<file path="src/rtl/cpu_pkg.sv">
// Shared definitions for the instruction fetch unit.
//   fetch_state_t    : fetch FSM state encoding
//   RESET_PC_DEFAULT : default reset PC (word aligned)
//   J_MSB/J_LSB/J_W  : J-type instruction index field bounds
package cpu_pkg;

    typedef enum logic [1:0] {
        S_IDLE = 2'd0,
        S_REQ  = 2'd1,
        S_HOLD = 2'd2
    } fetch_state_t;

    localparam logic [31:0] RESET_PC_DEFAULT = 32'h0000_0000;

    localparam int J_MSB = 25;
    localparam int J_LSB = 0;
    localparam int J_W   = J_MSB - J_LSB + 1;

endpackage

</file>
<file path="src/rtl/ifetch_unit_if.sv">
// Bus bundle between the fetch unit and its environment.
//   Memory side : imem_req/imem_addr (out), imem_ack/imem_rdata (in)
//   Decode side : Instruction/inst_valid/PC_plus_4/link_addr (out), inst_ready (in)
//   ALU side    : Zero, Addr_Result, Read_data_1 and control flags (in)
// modport master is the fetch unit; modport slave is memory + decode/ALU.
interface ifetch_unit_if;
    logic        imem_req;
    logic [31:0] imem_addr;
    logic        imem_ack;
    logic [31:0] imem_rdata;

    logic [31:0] Instruction;
    logic        inst_valid;
    logic        inst_ready;
    logic [31:0] PC_plus_4;
    logic [31:0] link_addr;

    logic        Zero;
    logic [31:0] Addr_Result;
    logic [31:0] Read_data_1;
    logic        Branch;
    logic        nBranch;
    logic        Jmp;
    logic        Jal;
    logic        Jr;

    modport master (
        output imem_req, imem_addr, Instruction, inst_valid, PC_plus_4, link_addr,
        input  imem_ack, imem_rdata, inst_ready, Zero, Addr_Result, Read_data_1,
               Branch, nBranch, Jmp, Jal, Jr
    );

    modport slave (
        input  imem_req, imem_addr, Instruction, inst_valid, PC_plus_4, link_addr,
        output imem_ack, imem_rdata, inst_ready, Zero, Addr_Result, Read_data_1,
               Branch, nBranch, Jmp, Jal, Jr
    );
endinterface

</file>
<file path="src/rtl/next_pc_sel.sv">
// Combinational next-PC priority mux.
//   pc_plus_4_i      : PC + 4 of the instruction being accepted
//   j_index_i        : J-type index field of that instruction
//   addr_result_i    : ALU branch target
//   read_data_1_i    : register operand used as jr target
//   branch_i .. jr_i : control flags, zero_i : ALU zero flag
//   next_pc_o        : selected next PC, always word aligned
module next_pc_sel
    import cpu_pkg::*;
(
    input  logic [31:0]    pc_plus_4_i,
    input  logic [J_W-1:0] j_index_i,
    input  logic [31:0]    addr_result_i,
    input  logic [31:0]    read_data_1_i,
    input  logic           zero_i,
    input  logic           branch_i,
    input  logic           nbranch_i,
    input  logic           jmp_i,
    input  logic           jal_i,
    input  logic           jr_i,
    output logic [31:0]    next_pc_o
);

    logic [31:0] target_d;
    logic        taken_d;

    always_comb begin
        taken_d  = (branch_i && zero_i) || (nbranch_i && !zero_i);
        target_d = pc_plus_4_i;
        if (jr_i) begin
            target_d = read_data_1_i;
        end else if (jmp_i || jal_i) begin
            // Region-relative jump: keep the top nibble of PC+4.
            target_d = {pc_plus_4_i[31:28], j_index_i, 2'b00};
        end else if (taken_d) begin
            target_d = addr_result_i;
        end
    end

    // Low bits are cleared so a misaligned register or ALU value can
    // never put the fetch address off a word boundary.
    assign next_pc_o = {target_d[31:2], 2'b00};

endmodule

</file>
<file path="src/rtl/ifetch_unit.sv">
// Instruction fetch unit: PC, fetch FSM, instruction and link registers.
//   clock, rst_n : rising-edge clock, asynchronous active-low reset
//   bus          : ifetch_unit_if.master (memory req/ack, decode valid/ready,
//                  ALU/control inputs sampled on the accept cycle)
// Parameter RESET_PC: PC loaded on reset, bits [1:0] must be zero.
module ifetch_unit
    import cpu_pkg::*;
#(
    parameter logic [31:0] RESET_PC = RESET_PC_DEFAULT
)(
    input  logic         clock,
    input  logic         rst_n,
    ifetch_unit_if.master bus
);

    fetch_state_t state_q;
    logic [31:0]  pc_q;
    logic [31:0]  instr_q;
    logic [31:0]  link_q;
    logic         req_q;
    logic         valid_q;

    logic [31:0]  pc_plus_4_d;
    logic [31:0]  next_pc_d;
    logic         accept_d;

    assign pc_plus_4_d = pc_q + 32'd4;   // wraps modulo 2^32
    assign accept_d    = (state_q == S_HOLD) && bus.inst_ready;

    next_pc_sel u_next_pc_sel (
        .pc_plus_4_i   (pc_plus_4_d),
        .j_index_i     (instr_q[J_MSB:J_LSB]),
        .addr_result_i (bus.Addr_Result),
        .read_data_1_i (bus.Read_data_1),
        .zero_i        (bus.Zero),
        .branch_i      (bus.Branch),
        .nbranch_i     (bus.nBranch),
        .jmp_i         (bus.Jmp),
        .jal_i         (bus.Jal),
        .jr_i          (bus.Jr),
        .next_pc_o     (next_pc_d)
    );

    always_ff @(posedge clock or negedge rst_n) begin
        if (!rst_n) begin
            state_q <= S_IDLE;
            pc_q    <= RESET_PC;
            instr_q <= 32'd0;
            link_q  <= 32'd0;
            req_q   <= 1'b0;
            valid_q <= 1'b0;
        end else begin
            case (state_q)
                S_IDLE: begin
                    state_q <= S_REQ;
                    req_q   <= 1'b1;
                end
                S_REQ: begin
                    if (bus.imem_ack) begin
                        instr_q <= bus.imem_rdata;
                        req_q   <= 1'b0;
                        valid_q <= 1'b1;
                        state_q <= S_HOLD;
                    end
                end
                S_HOLD: begin
                    if (accept_d) begin
                        // Redirected address goes out with the very next request,
                        // so a taken branch costs no bubble.
                        pc_q    <= next_pc_d;
                        valid_q <= 1'b0;
                        req_q   <= 1'b1;
                        state_q <= S_REQ;
                        if (bus.Jal) begin
                            link_q <= pc_plus_4_d;
                        end
                    end
                end
                default: begin
                    state_q <= S_IDLE;
                    req_q   <= 1'b0;
                    valid_q <= 1'b0;
                end
            endcase
        end
    end

    assign bus.imem_req    = req_q;
    assign bus.imem_addr   = pc_q;
    assign bus.Instruction = instr_q;
    assign bus.inst_valid  = valid_q;
    assign bus.PC_plus_4   = pc_plus_4_d;
    assign bus.link_addr   = link_q;

endmodule

</file>
<file path="src/flat_wrapper.sv">
// flat-port wrapper written by rule: the top's interface ports become plain ports
module ifetch_unit_flat import cpu_pkg::*;
#(
    parameter logic [31:0] RESET_PC = RESET_PC_DEFAULT
)
  (clock, rst_n, bus_imem_req, bus_imem_addr, bus_Instruction, bus_inst_valid, bus_PC_plus_4, bus_link_addr, bus_imem_ack, bus_imem_rdata, bus_inst_ready, bus_Zero, bus_Addr_Result, bus_Read_data_1, bus_Branch, bus_nBranch, bus_Jmp, bus_Jal, bus_Jr);
  ifetch_unit_if bus_i ();
  input  logic clock;
  input  logic rst_n;
  output wire logic [$bits(bus_i.imem_req)-1:0] bus_imem_req;
  output wire logic [$bits(bus_i.imem_addr)-1:0] bus_imem_addr;
  output wire logic [$bits(bus_i.Instruction)-1:0] bus_Instruction;
  output wire logic [$bits(bus_i.inst_valid)-1:0] bus_inst_valid;
  output wire logic [$bits(bus_i.PC_plus_4)-1:0] bus_PC_plus_4;
  output wire logic [$bits(bus_i.link_addr)-1:0] bus_link_addr;
  input wire logic [$bits(bus_i.imem_ack)-1:0] bus_imem_ack;
  input wire logic [$bits(bus_i.imem_rdata)-1:0] bus_imem_rdata;
  input wire logic [$bits(bus_i.inst_ready)-1:0] bus_inst_ready;
  input wire logic [$bits(bus_i.Zero)-1:0] bus_Zero;
  input wire logic [$bits(bus_i.Addr_Result)-1:0] bus_Addr_Result;
  input wire logic [$bits(bus_i.Read_data_1)-1:0] bus_Read_data_1;
  input wire logic [$bits(bus_i.Branch)-1:0] bus_Branch;
  input wire logic [$bits(bus_i.nBranch)-1:0] bus_nBranch;
  input wire logic [$bits(bus_i.Jmp)-1:0] bus_Jmp;
  input wire logic [$bits(bus_i.Jal)-1:0] bus_Jal;
  input wire logic [$bits(bus_i.Jr)-1:0] bus_Jr;
  assign bus_imem_req = bus_i.imem_req;
  assign bus_imem_addr = bus_i.imem_addr;
  assign bus_Instruction = bus_i.Instruction;
  assign bus_inst_valid = bus_i.inst_valid;
  assign bus_PC_plus_4 = bus_i.PC_plus_4;
  assign bus_link_addr = bus_i.link_addr;
  assign bus_i.imem_ack = bus_imem_ack;
  assign bus_i.imem_rdata = bus_imem_rdata;
  assign bus_i.inst_ready = bus_inst_ready;
  assign bus_i.Zero = bus_Zero;
  assign bus_i.Addr_Result = bus_Addr_Result;
  assign bus_i.Read_data_1 = bus_Read_data_1;
  assign bus_i.Branch = bus_Branch;
  assign bus_i.nBranch = bus_nBranch;
  assign bus_i.Jmp = bus_Jmp;
  assign bus_i.Jal = bus_Jal;
  assign bus_i.Jr = bus_Jr;
  ifetch_unit #(.RESET_PC(RESET_PC)) u_core (.clock(clock), .rst_n(rst_n), .bus(bus_i));
endmodule
</file>
<file path="config.mk">
export PLATFORM = sky130hd
export DESIGN_NAME = ifetch_unit_flat
export DESIGN_NICKNAME = d
export VERILOG_FILES = /design/src/rtl/cpu_pkg.sv /design/src/rtl/ifetch_unit_if.sv /design/src/rtl/next_pc_sel.sv /design/src/rtl/ifetch_unit.sv /design/src/flat_wrapper.sv
export SDC_FILE = /design/constraint.sdc
export NUM_CORES = 1
export LEC_CHECK = 0
export CAP_MARGIN = 20
export CORE_MARGIN = 10
export CORE_UTILIZATION = 50
export DETAILED_ROUTE_END_ITERATION = 8
export DONT_BUFFER_PORTS = 1
export GPL_ROUTABILITY_DRIVEN = 1
export PLACE_DENSITY = 0.64
export SLEW_MARGIN = 30
export SYNTH_ARGS = -nofsm -noshare
export SYNTH_HDL_FRONTEND = slang
export SYNTH_HIERARCHICAL = 1
export SYNTH_SLANG_ARGS = --single-unit
</file>
<file path="constraint.sdc">
create_clock -name clock -period 2.85 [get_ports clock]
set_input_delay 0.285 -clock clock [delete_from_list [all_inputs] [get_ports clock]]
set_output_delay 0.285 -clock clock [all_outputs]
set_load 0.03 [all_outputs]
</file>
; ---- Yosys cells after proc, flatten, opt, wreduce, memory -nomap -nowiden
; Index checks and enable logic that the tools add are counted.
[op_classes]
bitwise_logic = 1
n_eq_ne = 4
addsub = 1
n_mux = 12
n_reduce_logical = 12
[ops]
columns = op, n
row1 = $mux 32, 3
row2 = $add 32x3->32 const B, 1
row3 = $pmux 1 s3, 2
row4 = $pmux 2 s3, 1
row5 = $reduce_and 2->1, 3
row6 = $reduce_and 3->1, 2
row7 = $mux 1, 4
row8 = $mux 2, 2
row9 = $logic_and 1x1->1, 3
row10 = $eq 2x1->1 const B, 1
row11 = $eq 2x2->1 const B, 1
row12 = $logic_not 2->1, 1
row13 = $logic_or 1x1->1, 2
row14 = $ne 2x1->1 const B, 1
row15 = $ne 2x2->1 const B, 1
row16 = $logic_not 1->1, 1
row17 = $not 1->1, 1
[word_totals]
in_bits = 106
out_inout_bits = 130
ff_bits = 98
elab_cells = 36

; ---- Logic depth before layout (Yosys ltp)
; Gate-level depths: netlist of run 1.
[logic_depth]
depth_word = 6
depth_mapped = 9
ltp_nobuf = 8

; ---- Hierarchy
; Netlist of run 1, hierarchy kept.
[by_module_without_submodules]
columns = mod, cells_each, instances, seq_area_each_um2, area_per_inst_um2
row1 = ifetch_unit, 365, 1, 2477.4, 4251.6
row2 = next_pc_sel, 144, 1, 0.0, 1098.6

; ---- Least setup slack after synthesis of run 1
; No wires, ideal clock.
[synth_path]
kind = flip-flop to flip-flop
start = reg u_core.pc_q[4] (netlist: u_core/bus.imem_addr[4])
end = reg u_core.pc_q[23] (netlist: u_core/bus.imem_addr[23])
path_stages_with_launch = 9
synth_period_minus_slack_ns = 2.575
required_time_ns = 2.784
arrival_time_ns = 2.509
n_path_buf = 0
slack_ns = 0.275
setup_time_ns = 0.066
path_cell_list = dfrtp_1 nand4_4 nor4_4 nand4_1 xnor2_1 mux2i_1 o221ai_2 nand2_1 nand2_1
[synth_between]
elab_chain_len = 4
[synth_lines]
columns = item, line
row1 = from (decl), ifetch_unit.sv:17  ; logic [31:0] pc_q;
row2 = from (signal assigned), ifetch_unit.sv:70  ; pc_q <= next_pc_d;
row3 = $add 32x3->32, ifetch_unit.sv:27  ; assign pc_plus_4_d = pc_q + 32'd4;
row4 = net bus_PC_plus_4[23], flat_wrapper.sv:14  ; output wire logic [$bits(bus_i.PC_plus_4)-1:0] bus_PC_plus_4;
row5 = $mux 32, next_pc_sel.sv:35  ; end else if (taken_d) begin
row6 = $mux 32, next_pc_sel.sv:32  ; end else if (jmp_i || jal_i) begin
row7 = $mux 32, next_pc_sel.sv:30  ; if (jr_i) begin
row8 = net u_core.next_pc_d[23], ifetch_unit.sv:24  ; logic [31:0] next_pc_d;
; The timed path passes the listed nets, and every way through them passes these cells.
; A chain may end at the register's enable or synchronous reset.

; ---- Worst setup path after layout of run 1
[layout_path]
start = reg u_core.pc_q[2] (netlist: u_core/bus.imem_addr[2])
end = out bus_PC_plus_4[22]
[layout_between]
elab_chain_len = 1
[layout_lines]
columns = item, line
row1 = $add 32x3->32, ifetch_unit.sv:27
row2 = to (decl), flat_wrapper.sv:14
; No other way between the ends.

==> results of run 1 <==
## worst max-delay path by stage
stage	endpoint	slack, ns	depth (start not counted)
2_1_floorplan	u_core/bus.imem_addr[23]	0.28	8
3_3_place_gp	u_core/bus.imem_addr[26]	0.48	10
3_5_place_dp	u_core/bus.imem_addr[26]	0.44	10
4_1_cts	bus_PC_plus_4[25]	0.16	5
5_1_grt	bus_PC_plus_4[25]	0.03	5
6_report	bus_PC_plus_4[22]	0.21	6
## kinds of logic after synthesis
| kind of cell | after synthesis |
|---|---|
| other | 1 |
| XOR/XNOR | 28 |
| adder cells (fa/ha/maj) | 1 |
| AND/OR/NAND/NOR | 210 |
| buffers and inverters | 35 |
| multiplexers | 91 |
| AO/OA/AOI/OAI | 44 |
| flip-flops | 99 |
## final cells by class
type / instances / area, µm² / share of cell area [%]
timing repair buffer: 57 / 450 / 7.55
clock inverter: 5 / 77.6 / 1.30
inverter: 2 / 7.51 / 0.126
clock buffer: 10 / 138 / 2.31
multi-input combinational: 376 / 2650 / 44.4
tap: 136 / 170 / 2.85
sequential: 99 / 2480 / 41.5
## worst reg2reg max path, stage by stage (launching register included)
cell and delay [ns]:
dfrtp_1 0.36, buf_4 0.21, ha_1 0.27, and4_1 0.54, nand4_1 0.18, xnor2_1 0.15
buf_4 0.19, mux2i_1 0.19, o221ai_1 0.13, nand2_1 0.10, nand2_1 0.05
## cell usage after synthesis, types with 7 or more instances
cell type,instances
mux2_2,60
nand3_1,9
dfrtp_1,99
mux2i_1,27
xor2_1,7
clkbuf_1,12
nand2_1,155
nand4_1,14
o21ai_0,9
o221ai_2,20
xnor2_1,21
## state kept, by name, summed over array words and instances, names as in the netlist
register / cells
u_core/bus.inst_valid: 1
u_core/bus.Instruction: 32
u_core/state_q: 2
u_core/bus.imem_addr: 32
u_core/bus.link_addr: 32
## timing repair
item / in CTS / in global routing
setup buffers: 0 / 2
setup endpoints to repair: 0 / 1
hold endpoints to repair: 99 / 0
hold buffers: 2 / 0
## power breakdown
part	switching, mW	leakage (nW)	internal, mW
Clock	0.486	0.108	0.512
Combinational	1.84	1.48	1.21
Sequential	1.72	1.24	2.03
## stage by stage
step / cells / util (%) / cell area, µm² / total power, mW / setup WS (ns)
4_1_cts: 683 / 57.4 / 5950 / 7.86 / 0.158
3_3_place_gp: 666 / 55.0 / 5700 / 6.74 / 0.477
5_1_grt: 685 / 57.6 / 5970 / 8.22 / 0.0307
2_1_floorplan: 510 / - / 5350 / 5.76 / 0.275
6_report: 685 / 57.6 / 5970 / 7.80 / 0.206
3_5_place_dp: 666 / 55.0 / 5700 / 6.84 / 0.443
## placed cells by master (no fill, tap or decap), types with 2 or more instances in the layout
| master | instances |
|---|---|
| and3_1 | 4 |
| clkinv_2 | 2 |
| nand2_1 | 155 |
| and2_1 | 2 |
| nor2_1 | 5 |
| nor3_1 | 3 |
| o221ai_2 | 20 |
| a31oi_1 | 4 |
| buf_4 | 55 |
| o221ai_1 | 6 |
| xor2_1 | 7 |
| dfrtp_1 | 99 |
| a21oi_1 | 5 |
| mux2i_1 | 27 |
| nand3_1 | 9 |
| mux2_2 | 60 |
| clkbuf_8 | 10 |
| nand4_1 | 14 |
| conb_1 | 2 |
| nand3b_1 | 2 |
| nor2b_1 | 4 |
| o21ai_0 | 9 |
| and3_2 | 4 |
| xnor2_1 | 21 |
| bufinv_16 | 2 |
| mux2_1 | 3 |
## metal layers
layer	wire length, µm	share of wire, %	global-route usage [%]	vias to the layer above
met5	0	0	0	-
li1	-	-	-	1826
met4	161	1.0	6.48	0
met3	1950	12	7.75	14
met1	5930	37	24.0	1963
met2	8060	50	33.2	189
==> results.md, run 1 <==
- Status: completed
- RD Place Congestion: 0.830
- I/O Buffers: 0
- DIE HEIGHT: 123 µm
- Critical Path Slowest Stage Cell: and4_1
- Unrepaired setup endpoints after global routing: false
- Flops & latches, synth: 99
- Core ar.: 10400 µm²
- CTS resizes: 0
- Reg2reg path depth: 10
- Fin Hold WS: 0.0704 ns
- Post-synthesis compound-gate area fraction: 8.37%
- Hold/Removal Path Class: input pin to register
- Syn_area_per_cell: 10.5 µm²
- First-pass GRT wire length: 23800 µm
- Netlist cell types: 42
- Starting density of the core: 51.6%
- XOR/XNOR Fraction of Synth Area: 4.58%
- Num ports: 236
- DRT antenna net count: 0
- Post-synthesis mux area share: 18.6%
- EDFF count, synth: 0
- Layout fillers: 890
- Vias in the first global route: 4059
- Max-cap violations: 0
- Post-Synthesis Cells: 509
- Worst path required time: 2.57 ns
- Worst Hold Depth: 1
- Final nets: 652
- Synth Area in Simple Gates: 17.5%
- CP startpoint: u_core/bus.imem_addr[2]
- Gr ovfl total: 0
- Diode count: 0
- Post-synth ARST share: 100%
- Clk root buf: clkbuf_8
- Main synth FF type: dfrtp_1
- Leakage: 2.82 nW
- Worst-Margin Slew: 0.889 ns
- Critical path's most frequent cell: buf_4
- Fraction of layout cells with a size suffix above 1: 29.3%
- Top cells by area, synth: dfrtp_1 (46%), mux2_2 (13%), nand2_1 (11%)
- Cell taking the most area after synthesis: dfrtp_1
- Final setup viols: 0
- FMAX: 378 MHz
- Synth warn: 6
- Period minus WS final: 2.64 ns
- Hold Crit Endpoint: u_core/bus.Instruction[21]
- Crit-path cells: buf_4 -> ha_1 -> and4_1 -> nand4_1 -> xnor2_1 -> buf_4
- Worst hold start: bus_imem_rdata[21]
- CP bufs+invs: 2
- Crit end category: primary output
- Synth top area share: 46.3%
- R2r endpoint: u_core/bus.imem_addr[26]
- Synthesized area: 5350 µm²
- CTS tree: done
- Top delay family on crit path: simple AND/OR/NAND/NOR gates
- Worst Path Class, Setup: register to primary output
- Critical Path Max Stage Delay: 0.54 ns
- Worst-path clk slew: 0.10 ns
- Die area: 15200 µm²
- First drt pass iteration count: 5
- Crit-path max FO: 9
- Gr usage total: 20.2%
- PwrDens: 1310 nW/µm²
- Clk_skew: 0.0127 ns
- Final Max Tran Viols: 0
- Clk buf depth: 2
- Die width: 123 µm
- H-Tree Level Count: 3
- Sequential fraction of the synthesis area: 46.3%
- Adder-cell share of the synthesized area: 0.234%
- Via density: 5.83
- Final hold vios: 0
- Type of origin of the critical path: register
- DR vias: 3992
- Period Utilization, post-route: 92.8%
- Wirelength, routed: 16100 µm
- Initial DRC count: 324
- DPL Wire Length: 11800 µm
- Largest net degree at the start of global routing: 100
- CTS Sinks: 99
- VDD IR-drop max: 0.000593 V
- Clock insertion delay at the later pin of the skew report: 0.36 ns
- R2R setup slack: 0.37 ns
- Wire per inst: 23.5 µm
- Cts bufs inserted: 9
- Crit path DAT: 2.36 ns
- Main combinational cell family by area after synthesis: multiplexers
- Fin Setup TNS: 0 ns
- Rel. slew slack: 40.7%
- Layout area overhead: 11.6%
- RR Startpoint: u_core/bus.imem_addr[2]
- Initial antenna violation count: 0
- Drc violations: 0
- Rows: 37
Note: power is estimated with default switching activity, not from simulation.
==> run 2: changes to the inputs <==
--- a/config.mk
+++ b/config.mk
@@ -5,13 +5,17 @@
 export SDC_FILE = /design/constraint.sdc
 export NUM_CORES = 1
 export LEC_CHECK = 0
+export ABC_CLOCK_PERIOD_IN_PS = 2850
 export CAP_MARGIN = 20
+export CELL_PAD_IN_SITES_DETAIL_PLACEMENT = 1
+export CELL_PAD_IN_SITES_GLOBAL_PLACEMENT = 1
 export CORE_MARGIN = 10
 export CORE_UTILIZATION = 50
 export DETAILED_ROUTE_END_ITERATION = 8
 export DONT_BUFFER_PORTS = 1
 export GPL_ROUTABILITY_DRIVEN = 1
-export PLACE_DENSITY = 0.64
+export PLACE_DENSITY = 0.83
+export REMOVE_ABC_BUFFERS = 1
 export SLEW_MARGIN = 30
 export SYNTH_ARGS = -nofsm -noshare
 export SYNTH_HDL_FRONTEND = slang
==> run 2 against run 1 <==
  * Sequential share of layout area increased by 0.35 points
  * Final cell count decreased by 0.15%
  * Clock skew decreased by 0.0032 ns
  * Non-clock buffer count decreased by 2
  * Core utilization decreased by 0.45 points
  * Hold slack got worse by 0.031 ns
  * Fmax increased by 3.6%
  * Via count increased by 2.8%
  * Global-route usage increased by 3.0 points
  * Critical path type unchanged
  * Largest power group unchanged
==> results.md, run 2 (synthesized netlist as in run 1, its figures left out) <==
- Crit-path max FO: 9 (unchanged)
- CTS tree: done
- Crit path DAT: 2.27 ns (-0.09 ns)
- Critical Path Max Stage Delay: 0.55 ns (about the same)
- Setup WS post-layout: 0.298 ns (+0.0918 ns)
- Die area: 15200 µm² (unchanged)
- First-pass GRT wire length: 27100 µm (+14%)
- Wirelength, routed: 18000 µm (+12%)
- RD Place Congestion: 0.802 (-3.4%)
- Fin area: 5920 µm² (-0.78%)
- Via density: 6.00 (+3.0%)
- Type of origin of the critical path: register
- DIE HEIGHT: 123 µm (unchanged)
- Crit end category: primary output
- Num ports: 236 (unchanged)
- VDD IR-drop max: 0.000700 V (+18%)
- Worst Path Class, Setup: register to primary output
- Die width: 123 µm (unchanged)
- Cts bufs inserted: 9 (unchanged)
- Fin Setup TNS: 0 ns (unchanged)
- Most common cell after layout, fill and taps aside: nand2_1
- DR vias: 4104 (+2.8%)
- Clk_skew: 0.00949 ns (-0.00320 ns)
- Vias in the first global route: 4755 (+17%)
- Period Utilization, post-route: 89.5% (-3.2 points)
- Crit-path cells: and3_2 -> and4_1 -> buf_4 -> nand4_1 -> xnor2_1 -> buf_4
- Worst-Margin Slew: 0.863 ns (-0.0263 ns)
- Starting density of the core: 51.6% (unchanged)
- Fin Hold WS: 0.0399 ns (-0.0305 ns)
- Clk buf depth: 2 (unchanged)
- Critical path's most frequent cell: buf_4
- Core ar.: 10400 µm² (unchanged)
- CTS Sinks: 99 (unchanged)
- Final hold vios: 0 (unchanged)
- Final nets: 650 (-0.31%)
- Post-DP Area: 5710 µm² (+0.22%)
- Clk root buf: clkbuf_8
- Hold/Removal Path Class: input pin to register
- Final setup viols: 0 (unchanged)
- Largest net degree at the start of global routing: 100 (unchanged)
- PwrDens: 1300 nW/µm² (-0.30%)
- Status: completed
- Pre-CTS setup slack: 0.460 ns (+0.0169 ns)
- Period minus WS final: 2.55 ns (-0.0918 ns)
- Gr usage total: 23.2% (+3.0 points)
- Initial antenna violation count: 0 (unchanged)
- Drc violations: 0 (unchanged)
- DPL Wire Length: 13100 µm (+11%)
- Fraction of layout cells with a size suffix above 1: 29.2% (-0.13 points)
- Diode count: 0 (unchanged)
- FMAX: 392 MHz (+3.6%)
- Gr ovfl total: 0 (unchanged)
- Worst-path clk slew: 0.10 ns (about the same)
- Layout fillers: 1096 (+23%)
- Unrepaired setup endpoints after global routing: false
- Clock insertion delay at the later pin of the skew report: 0.38 ns (+0.02 ns)
- Commonest non-fill, non-tap cells in the layout: nand2_1 (155), dfrtp_1 (98), mux2_2 (60)
- Rel. slew slack: 42.5% (+1.8 points)
- Rows: 37 (unchanged)
- Max-cap violations: 0 (unchanged)
- Wire per inst: 26.3 µm (+12%)
- Leakage: 2.78 nW (-1.5%)
- Worst path required time: 2.57 ns (about the same)
- First drt pass iteration count: 4 (-1)
- Power Total: 7.71 mW (-1.1%)
- Layout area overhead: 10.7%
- DRT antenna net count: 0 (unchanged)
- Critical Path Slowest Stage Cell: dfrtp_2
- I/O Buffers: 0 (unchanged)
- H-Tree Level Count: 3 (unchanged)
- Final Max Tran Viols: 0 (unchanged)
- Initial DRC count: 298 (-8.0%)
[run 2: cell types whose count changed in the layout (fill, tap and decap cells not counted)]
| cell | before | now |
|---|---|---|
| clkinvlp_4 | 1 | 5 |
| dfrtp_1 | 99 | 98 |
| buf_4 | 55 | 52 |
| clkinv_2 | 2 | 1 |
| clkbuf_1 | 0 | 1 |
| clkbuf_8 | 10 | 9 |
| bufinv_16 | 2 | 0 |
| buf_12 | 0 | 1 |
| dfrtp_2 | 0 | 1 |
[run 2: layout make-up]
cell class / instances / area, µm² / area share, %
multi-input cells: 376 / 2650 / 44.7
flip-flops and latches: 99 / 2480 / 41.9
repair buffers: 55 / 448 / 7.56
well taps: 136 / 170 / 2.87
clock buffers: 10 / 128 / 2.16
clock inverters: 6 / 42.5 / 0.718
inverters: 2 / 7.51 / 0.127
[run 2: what timing repair did]
action / 4_1_cts / 5_1_grt
endpoints found under the setup margin: 0 / 1
endpoints found under the hold margin: 99 / 0
buffers inserted: 0 / 0
hold buffers: 2 / 0
gates resized for setup: 0 / 1
[run 2: through the flow]
stage / std cells / util, %
after global routing: 684 / 57.1
after CTS: 684 / 57.1
after floorplan: 477 / -
after global placement: 666 / 55.1
final: 684 / 57.1
after detailed placement: 666 / 55.1
[run 2: worst max-delay path, delay by kind of cell (launching register included)]
kind | cells | cell delay, ns
xor gates and xnor gates | 1 | 0.26
DFF | 1 | 0.55
and+or+nand+nor | 3 | 0.66
buffers and inverters | 2 | 0.41
[run 2: path summary, 6_finish.rpt]
| path | endpoint | startpoint | slack (ns) | depth (start not counted) |
|---|---|---|---|---|
| setup / recovery | bus_PC_plus_4[24] | u_core/bus.imem_addr[6] | 0.30 | 6 |
| hold / removal | u_core/bus.Instruction[13] | bus_imem_rdata[13] | 0.04 | 1 |
| setup reg to reg | u_core/bus.imem_addr[31] | u_core/bus.imem_addr[18] | 0.48 | 10 |
| hold reg to reg | u_core/bus.inst_valid | u_core/state_q[1] | 0.56 | 1 |
| max in group asynchronous | u_core/bus.imem_addr[6] | rst_n | 1.96 | 2 |
| min in group asynchronous | u_core/bus.imem_addr[28] | rst_n | 0.50 | 2 |
[run 2: power breakdown]
group | total [mW] | leakage (nW) | switching (mW) | internal (mW)
Sequential | 3.77 | 1.23 | 1.73 | 2.03
Combinational | 3.11 | 1.47 | 1.91 | 1.20
Clock | 0.833 | 0.0705 | 0.517 | 0.316
Total | 7.71 | 2.78 | 4.16 | 3.55
[run 2: metal layers]
layer	global-route usage (%)	part of all wire [%]
met1	22.3	33
met2	43.0	54
met3	10.8	12
met4	7.35	1.8
met5	0	0
